File: config.mk
export PLATFORM = sky130hd
export DESIGN_NAME = xor_bist_ctrl
export DESIGN_NICKNAME = d
export VERILOG_FILES = /design/src/rtl/bist_pkg.sv /design/src/rtl/sat_counter.sv /design/src/rtl/xor_bist_ctrl.sv
export SDC_FILE = /design/constraint.sdc
export NUM_CORES = 1
export LEC_CHECK = 0
export ABC_AREA = 1
export CORE_MARGIN = 2
export CORE_UTILIZATION = 40
export CTS_BUF_LIST = sky130_fd_sc_hd__clkbuf_2 sky130_fd_sc_hd__clkbuf_4 sky130_fd_sc_hd__clkbuf_8
export DETAILED_ROUTE_END_ITERATION = 8
export PLACE_DENSITY = 0.65
export SYNTH_ARGS = -nofsm -noshare
export SYNTH_HDL_FRONTEND = slang
export SYNTH_SLANG_ARGS = --single-unit
File: constraint.sdc
create_clock -name clk -period 2.3 [get_ports clk]
set_clock_uncertainty 0.15 [all_clocks]
set_input_delay 0.575 -clock clk [delete_from_list [all_inputs] [get_ports clk]]
set_output_delay 0.575 -clock clk [all_outputs]
set_load 0.005 [all_outputs]
File: src/rtl/bist_pkg.sv
// Shared types and default sizing for the exhaustive XOR BIST controller.
package bist_pkg;

  typedef enum logic [1:0] {
    ST_IDLE    = 2'd0,
    ST_SETTLE  = 2'd1,
    ST_COMPARE = 2'd2,
    ST_DONE    = 2'd3
  } bist_state_e;

  localparam int BIST_WIDTH  = 2;
  localparam int BIST_SETTLE = 2;
  localparam int BIST_CNT_W  = 8;

endpackage

File: src/rtl/sat_counter.sv
// W-bit up counter that sticks at all-ones; clear has priority over increment.
module sat_counter #(
  parameter int W = 8
) (
  input  logic         clk,
  input  logic         rst,
  input  logic         clr,
  input  logic         inc,
  output logic [W-1:0] count
);

  localparam logic [W-1:0] ONE = W'(1);

  always_ff @(posedge clk or posedge rst) begin
    if (rst) begin
      count <= '0;
    end else if (clr) begin
      count <= '0;
    end else if (inc && (count != '1)) begin
      count <= count + ONE;
    end
  end

endmodule

File: src/rtl/xor_bist_ctrl.sv
// Walks every WIDTH-bit vector into two implementations of one function,
// compares their outputs after a settle interval and reports the result.
module xor_bist_ctrl
  import bist_pkg::*;
#(
  parameter int WIDTH         = BIST_WIDTH,
  parameter int SETTLE_CYCLES = BIST_SETTLE,
  parameter int CNT_W         = BIST_CNT_W
) (
  input  logic             clk,
  input  logic             rst,
  input  logic             start,
  output logic [WIDTH-1:0] stim,
  input  logic             f_dut,
  input  logic             f_ref,
  output logic             busy,
  output logic             done,
  output logic             pass,
  output logic [CNT_W-1:0] fail_count,
  output logic             first_fail_valid,
  output logic [WIDTH-1:0] first_fail_vec,
  output bist_state_e      state_dbg
);

  // Run protocol: start is a one-cycle request, accepted only when busy=0
  // (IDLE or DONE); busy stays high until done rises, and done is held
  // until the next accepted start or reset.

  localparam int SW = (SETTLE_CYCLES > 1) ? $clog2(SETTLE_CYCLES) : 1;
  localparam logic [SW-1:0]    SETTLE_LAST = SW'(SETTLE_CYCLES - 1);
  localparam logic [SW-1:0]    SET_ONE     = SW'(1);
  localparam logic [WIDTH-1:0] STIM_ONE    = WIDTH'(1);

  bist_state_e   state_q, state_d;
  logic [SW-1:0] settle_cnt;
  logic          start_ok;
  logic          in_cmp;
  logic          last_vec;
  logic          mismatch;

  assign start_ok = start && ((state_q == ST_IDLE) || (state_q == ST_DONE));
  assign in_cmp   = (state_q == ST_COMPARE);
  assign last_vec = (stim == '1);
  assign mismatch = in_cmp && (f_dut != f_ref);

  always_ff @(posedge clk or posedge rst) begin
    if (rst) begin
      state_q <= ST_IDLE;
    end else begin
      state_q <= state_d;
    end
  end

  always_comb begin
    state_d = state_q;
    case (state_q)
      ST_IDLE:    if (start) state_d = ST_SETTLE;
      ST_SETTLE:  if (settle_cnt == SETTLE_LAST) state_d = ST_COMPARE;
      ST_COMPARE: state_d = last_vec ? ST_DONE : ST_SETTLE;
      ST_DONE:    if (start) state_d = ST_SETTLE;
      default:    state_d = ST_IDLE;
    endcase
  end

  always_comb begin
    busy      = (state_q == ST_SETTLE) || (state_q == ST_COMPARE);
    done      = (state_q == ST_DONE);
    state_dbg = state_q;
  end

  // Settle counter runs only while staying in SETTLE, so each vector
  // starts from zero without a separate clear.
  always_ff @(posedge clk or posedge rst) begin
    if (rst) begin
      settle_cnt <= '0;
    end else if ((state_q == ST_SETTLE) && (state_d == ST_SETTLE)) begin
      settle_cnt <= settle_cnt + SET_ONE;
    end else begin
      settle_cnt <= '0;
    end
  end

  always_ff @(posedge clk or posedge rst) begin
    if (rst) begin
      stim             <= '0;
      first_fail_valid <= 1'b0;
      first_fail_vec   <= '0;
      pass             <= 1'b0;
    end else if (start_ok) begin
      stim             <= '0;
      first_fail_valid <= 1'b0;
      first_fail_vec   <= '0;
      pass             <= 1'b0;
    end else if (in_cmp) begin
      if (!last_vec) begin
        stim <= stim + STIM_ONE;
      end else begin
        // The last vector's own mismatch is not yet in fail_count.
        pass <= (fail_count == '0) && !mismatch;
      end
      if (mismatch && !first_fail_valid) begin
        first_fail_valid <= 1'b1;
        first_fail_vec   <= stim;
      end
    end
  end

  sat_counter #(.W(CNT_W)) u_fail_cnt (
    .clk   (clk),
    .rst   (rst),
    .clr   (start_ok),
    .inc   (mismatch),
    .count (fail_count)
  );

endmodule

# ---- After elaboration in Yosys (flattened, before gate mapping)
# Cells that the tools add are included.
dict set report classes {
  eq_ne 8
  n_reduce_logical 20
  muxes 19
  addsub 3
}
# op count
set ops {}
lappend ops {{2-bit 2-to-1 mux} 9}
lappend ops {{8-bit 2-to-1 mux} 2}
lappend ops {{8-bit by 1-bit adder with 8-bit output, second input constant} 1}
lappend ops {{8-bit zero test} 1}
lappend ops {{8-bit != test, second input constant} 1}
lappend ops {{2-bit nonzero test} 4}
lappend ops {{1-bit 2-to-1 mux} 7}
lappend ops {{2-bit == test, second input constant} 3}
lappend ops {{1-bit logical AND} 6}
lappend ops {{2-bit one-hot mux with 3 select lines} 1}
lappend ops {{2-bit AND reduction} 3}
lappend ops {{2-bit by 1-bit == test with 1-bit output, second input constant} 2}
lappend ops {{2-bit by 1-bit adder with 2-bit output, second input constant} 1}
lappend ops {{1-bit zero test} 2}
lappend ops {{2-bit zero test} 1}
lappend ops {{1-bit logical OR} 2}
lappend ops {{2-bit != test, second input constant} 1}
lappend ops {{2-bit OR reduction} 1}
lappend ops {{1-bit adder, second input constant} 1}
lappend ops {{1-bit != test} 1}
dict set report word_totals {
  out_inout_bits 18
  inputBits 5
  reg_bits 17
  elab_cells 57
}

# ---- Depth between registers and ports, before layout
dict set report logic_depth {
  word_depth 7
  ltp_mapped 8
  mapped_depth_nobuf 8
}

# ---- Cells and area by module
# From an unflattened synthesis, not the netlist that was laid out.
dict set report unflattened {
  cells_unflattened 143
  hier_area_um2 1061.0
}
# module n_inst seq_area_each_um2 area_per_inst_um2 cells_per_inst
set by_module_without_submodules {}
lappend by_module_without_submodules {xor_bist_ctrl 1 225.2 554.3 74}
lappend by_module_without_submodules {sat_counter 1 200.2 506.7 69}

# ---- Least setup slack after synthesis
# Ideal clock, no wire load.
dict set report synth_path {
  path_kind {reg2out}
  startpoint {register state_q[0], in the netlist state_dbg[0]}
  endpoint {output busy}
  path_stages_with_launch 4
  t_arrival_ns 0.872
  path_buffers 0
  t_required_ns 1.575
  setup_slack_ns 0.703
  path_cell_list {dfrtp_1 > inv_1 > ha_1 > inv_1}
}
dict set report synth_between {
  elab_chain_cells 2
  elab_cells_between_ends 3
  classes_between {2 x eq/ne; 1 x reduce/logical}
}
# item line
set synth_rtl {}
lappend synth_rtl {{from (decl)} xor_bist_ctrl.sv:34} ;# bist_state_e state_q, state_d;
lappend synth_rtl {{from (signal assigned)} xor_bist_ctrl.sv:50} ;# state_q <= state_d;
lappend synth_rtl {{2-bit by 1-bit == test with 1-bit output / 2-bit == test (equally long branches)} xor_bist_ctrl.sv:66} ;# busy = (state_q == ST_SETTLE) || (state_q == ST_COMPARE);
lappend synth_rtl {{1-bit logical OR (*)} xor_bist_ctrl.sv:66}
lappend synth_rtl {{to (decl)} xor_bist_ctrl.sv:16} ;# output logic busy,
# Mark *: on every way between the ends. The rest lies on a longest branch, timed or not.

# ---- Worst setup path in the final report
dict set report layout_path {
  startpoint {register state_q[0], in the netlist state_dbg[0]}
  endpoint {output done}
}
dict set report layout_between {
  elab_chain_cells 1
}
# item line
set layout_rtl {}
lappend layout_rtl {{2-bit == test} xor_bist_ctrl.sv:67} ;# done = (state_q == ST_DONE);
lappend layout_rtl {{to (decl)} xor_bist_ctrl.sv:17} ;# output logic done,
# Every way passes these cells.

==> results.md <==
* Critical path type: reg -> out
* Leakage at 0.682 nW
* Core ar. at 2500 sq um
* First drt pass iteration count at 4
* Avg WL per Cell at 10.5 um
* Crit-path max FO at 5
* Vias at 946
* DRC at 0
* Number of H-tree levels at 1
* Fin crit share at 96.0%
* Switching share of power at 38.9%
* Yosys top cell area share at 40.2%
* Int Power at 0.000797 W
* TritonCTS clock tree: done
* Clock buffer depth at 2
* CP arrival at 1.48 ns
* Starting density of the core at 42.3%
* DR vias/cell at 4.80
* Worst setup EP type: output port
* Layout cells sized above 1 at 13.2%
* First-pass GRT wire length at 3790 um
* Slew headroom at 77.9%
* Min Hold Slack at 0.357 ns
* Area of the die at 3070 sq um
* Post-DP HPWL at 1630 um
* Peak VDD IR at 716 uV
* Final hold viol count at 0
* Pwr dens at 946 nW/um^2
* Chip height at 55.4 um
* Min Tclk post-route at 2.21 ns
* Top cells by area, synth: dfrtp_1 40%, nand2_1 11%, ha_1 8.3%
* Seq/Total Area, Yosys at 40.2%
* Nets at 180
* Syn_nets at 150
* Total CTS buffers at 3
* Hold WC Path Type: reg -> reg
* Slew @ Worst Pin at 0.331 ns
* P&R area growth vs syn at 30.4%
* Vias in the first global route at 880
* Multi-input logic area at 563 sq um
* N_diodes at 0
* Slew Viols, Final at 0
* Initial antenna violation count at 0
* RD Place Congestion at 0.805
* Unrepaired setup endpoints after global routing: no
* Total Power at 0.00131 W
* Root Driver: clkbuf_4
* Clock sinks at 17
* FP Rows at 18
* Cell count after synthesis at 138
* Clk pwr share at 12.6%
* Hold Buf Count CTS at 0
* Sequential Power Share at 33.3%
* Most frequent cells in the layout: 30 x nand2_1, 21 x clkdlybuf4s50_1, 20 x nor2_1, 17 x inv_1, 17 x dfrtp_1
* Skew-Pair Late Insertion Delay at 0.28 ns
* Yosys top cell by area: dfrtp_1
* Ys Warns at 0
* Clk slew on worst S/H paths at 0.09 ns
* Req. time, crit path at 1.57 ns
* Worst path max stage delay at 0.44 ns
* Yosys reg bits at 17
* Cell Chain, Critical Path: buf_4 -> ha_1 -> clkdlybuf4s50_1
* Average instance area after synthesis at 7.67 sq um
* Status: finished clean
* Total GRT Usage at 14.9%
* Num ports at 23
* Buffers on Ports at 22
* Fillers at 241
* # Max-Cap Violations at 0
* Largest net degree at the start of global routing at 18
* Setup TNS at 0 ns
* Sw Pwr at 0.000508 W
* Chip Width at 55.4 um
* CP startpoint kind: flop
* Grt total ovfl at 0
* Initial drt markers at 16
* Synth unique cells at 21
* Combinational share of power at 54.1%
* Final setup fails at 0
* Maximum clock rate at 0.453 GHz
* Register area at 425 sq um
* ANT nets after route at 0
* Most common cell after layout, fill and taps aside: nand2_1
* Netlist Area Pre-Place at 1060 sq um
* Slowest cell on the critical path: clkdlybuf4s50_1
* Routed wire length at 2070 um
[final timing paths]
check,startpoint,endpoint,slack (ns),cells past startpoint
min in group asynchronous,rst,u_fail_cnt.count[4]$_DFFE_PP0P_,0.45,3
worst min register to register,first_fail_vec[1]$_DFFE_PP0P_,first_fail_vec[1]$_DFFE_PP0P_,0.36,2
worst min-delay path,first_fail_vec[1]$_DFFE_PP0P_,first_fail_vec[1]$_DFFE_PP0P_,0.36,2
worst max register to register,u_fail_cnt.count[0]$_DFFE_PP0P_,u_fail_cnt.count[6]$_DFFE_PP0P_,0.73,8
worst max-delay path,state_dbg[0]$_DFF_PP0_,done,0.09,3
max in group asynchronous,rst,u_fail_cnt.count[7]$_DFFE_PP0P_,1.36,3
[power groups by stage]
stage	combinational, W	clock [W]	sequential, W
3_5_place_dp	0.000671	0	0.000441
2_1_floorplan	0.000392	0	0.000444
6_report	0.000707	0.000164	0.000434
3_3_place_gp	0.000670	0	0.000434
4_1_cts	0.000717	0.000173	0.000433
5_1_grt	0.000802	0.000187	0.000446
[registers in the layout, indices dropped and copies added, names as in the netlist]
| register | flops |
|---|---|
| stim | 2 |
| first_fail_valid | 1 |
| pass | 1 |
| first_fail_vec | 2 |
| state_dbg | 2 |
| u_fail_cnt.count | 8 |
| settle_cnt | 1 |
[worst max-delay path, delay by kind of cell (launching register included)]
kind | cells | cell delay (ns)
DFF | 1 | 0.41
adders and majority gates | 1 | 0.19
buffers and inverters | 2 | 0.60
[repair_timing]
action | 4_1_cts | 5_1_grt
setup buffers | 1 | 0
endpoints found under the setup margin | 1 | 1
resized for setup | 1 | 2
[cells by family after synthesis]
kind of cell,count (synthesis),share of synthesized area (%)
flip-flops,17,40.2
buffers and inverters,20,7.80
XOR/XNOR,2,1.66
AO/OA/AOI/OAI,11,5.56
AND/OR/NAND/NOR,81,36.5
adder cells (fa/ha/maj),7,8.27
[per-layer routing]
layer  vias to the layer above  part of all wire (%)  global-route usage [%]
li1                        495                     -                       -
met1                       422                    49                    20.5
met2                        25                    46                    22.6
met3                         4                   3.6                    2.34
met4                         0                   1.6                    7.67
met5                         -                     0                       0
[area by class of cell]
cell class / count / share of cell area [%]
timing repair buffer: 26 / 18.3
tap: 30 / 2.72
inverter: 19 / 5.17
clock buffer: 4 / 2.18
sequential: 17 / 30.8
multi-input combinational: 101 / 40.8
[cells in the mapped netlist]
cell type,instances
o21ai_0,8
nor2_1,20
inv_2,1
dfrtp_1,17
a21oi_1,2
buf_6,1
inv_1,18
nand3b_1,2
nor2_2,3
o21ai_2,1
nand2_4,1
xnor2_1,1
ha_1,7
nor3_1,2
nand2_1,30
nor2_8,1
nand2_2,4
nand4_1,3
nand3_2,1
nand3_1,14
xor2_1,1
[metrics by stage]
stage / util [%] / worst slack, ns / instances / cell area (sq um)
final: 55.2 / 0.0916 / 197 / 1380
after global routing: 55.2 / 0.0264 / 197 / 1380
after CTS: 55.1 / 0.0281 / 197 / 1380
after detailed placement: 53.1 / 0.266 / 192 / 1330
after global placement: 53.1 / 0.303 / 192 / 1330
after floorplan: - / 0.703 / 138 / 1060
Note: power is estimated with default switching activity, not from simulation.
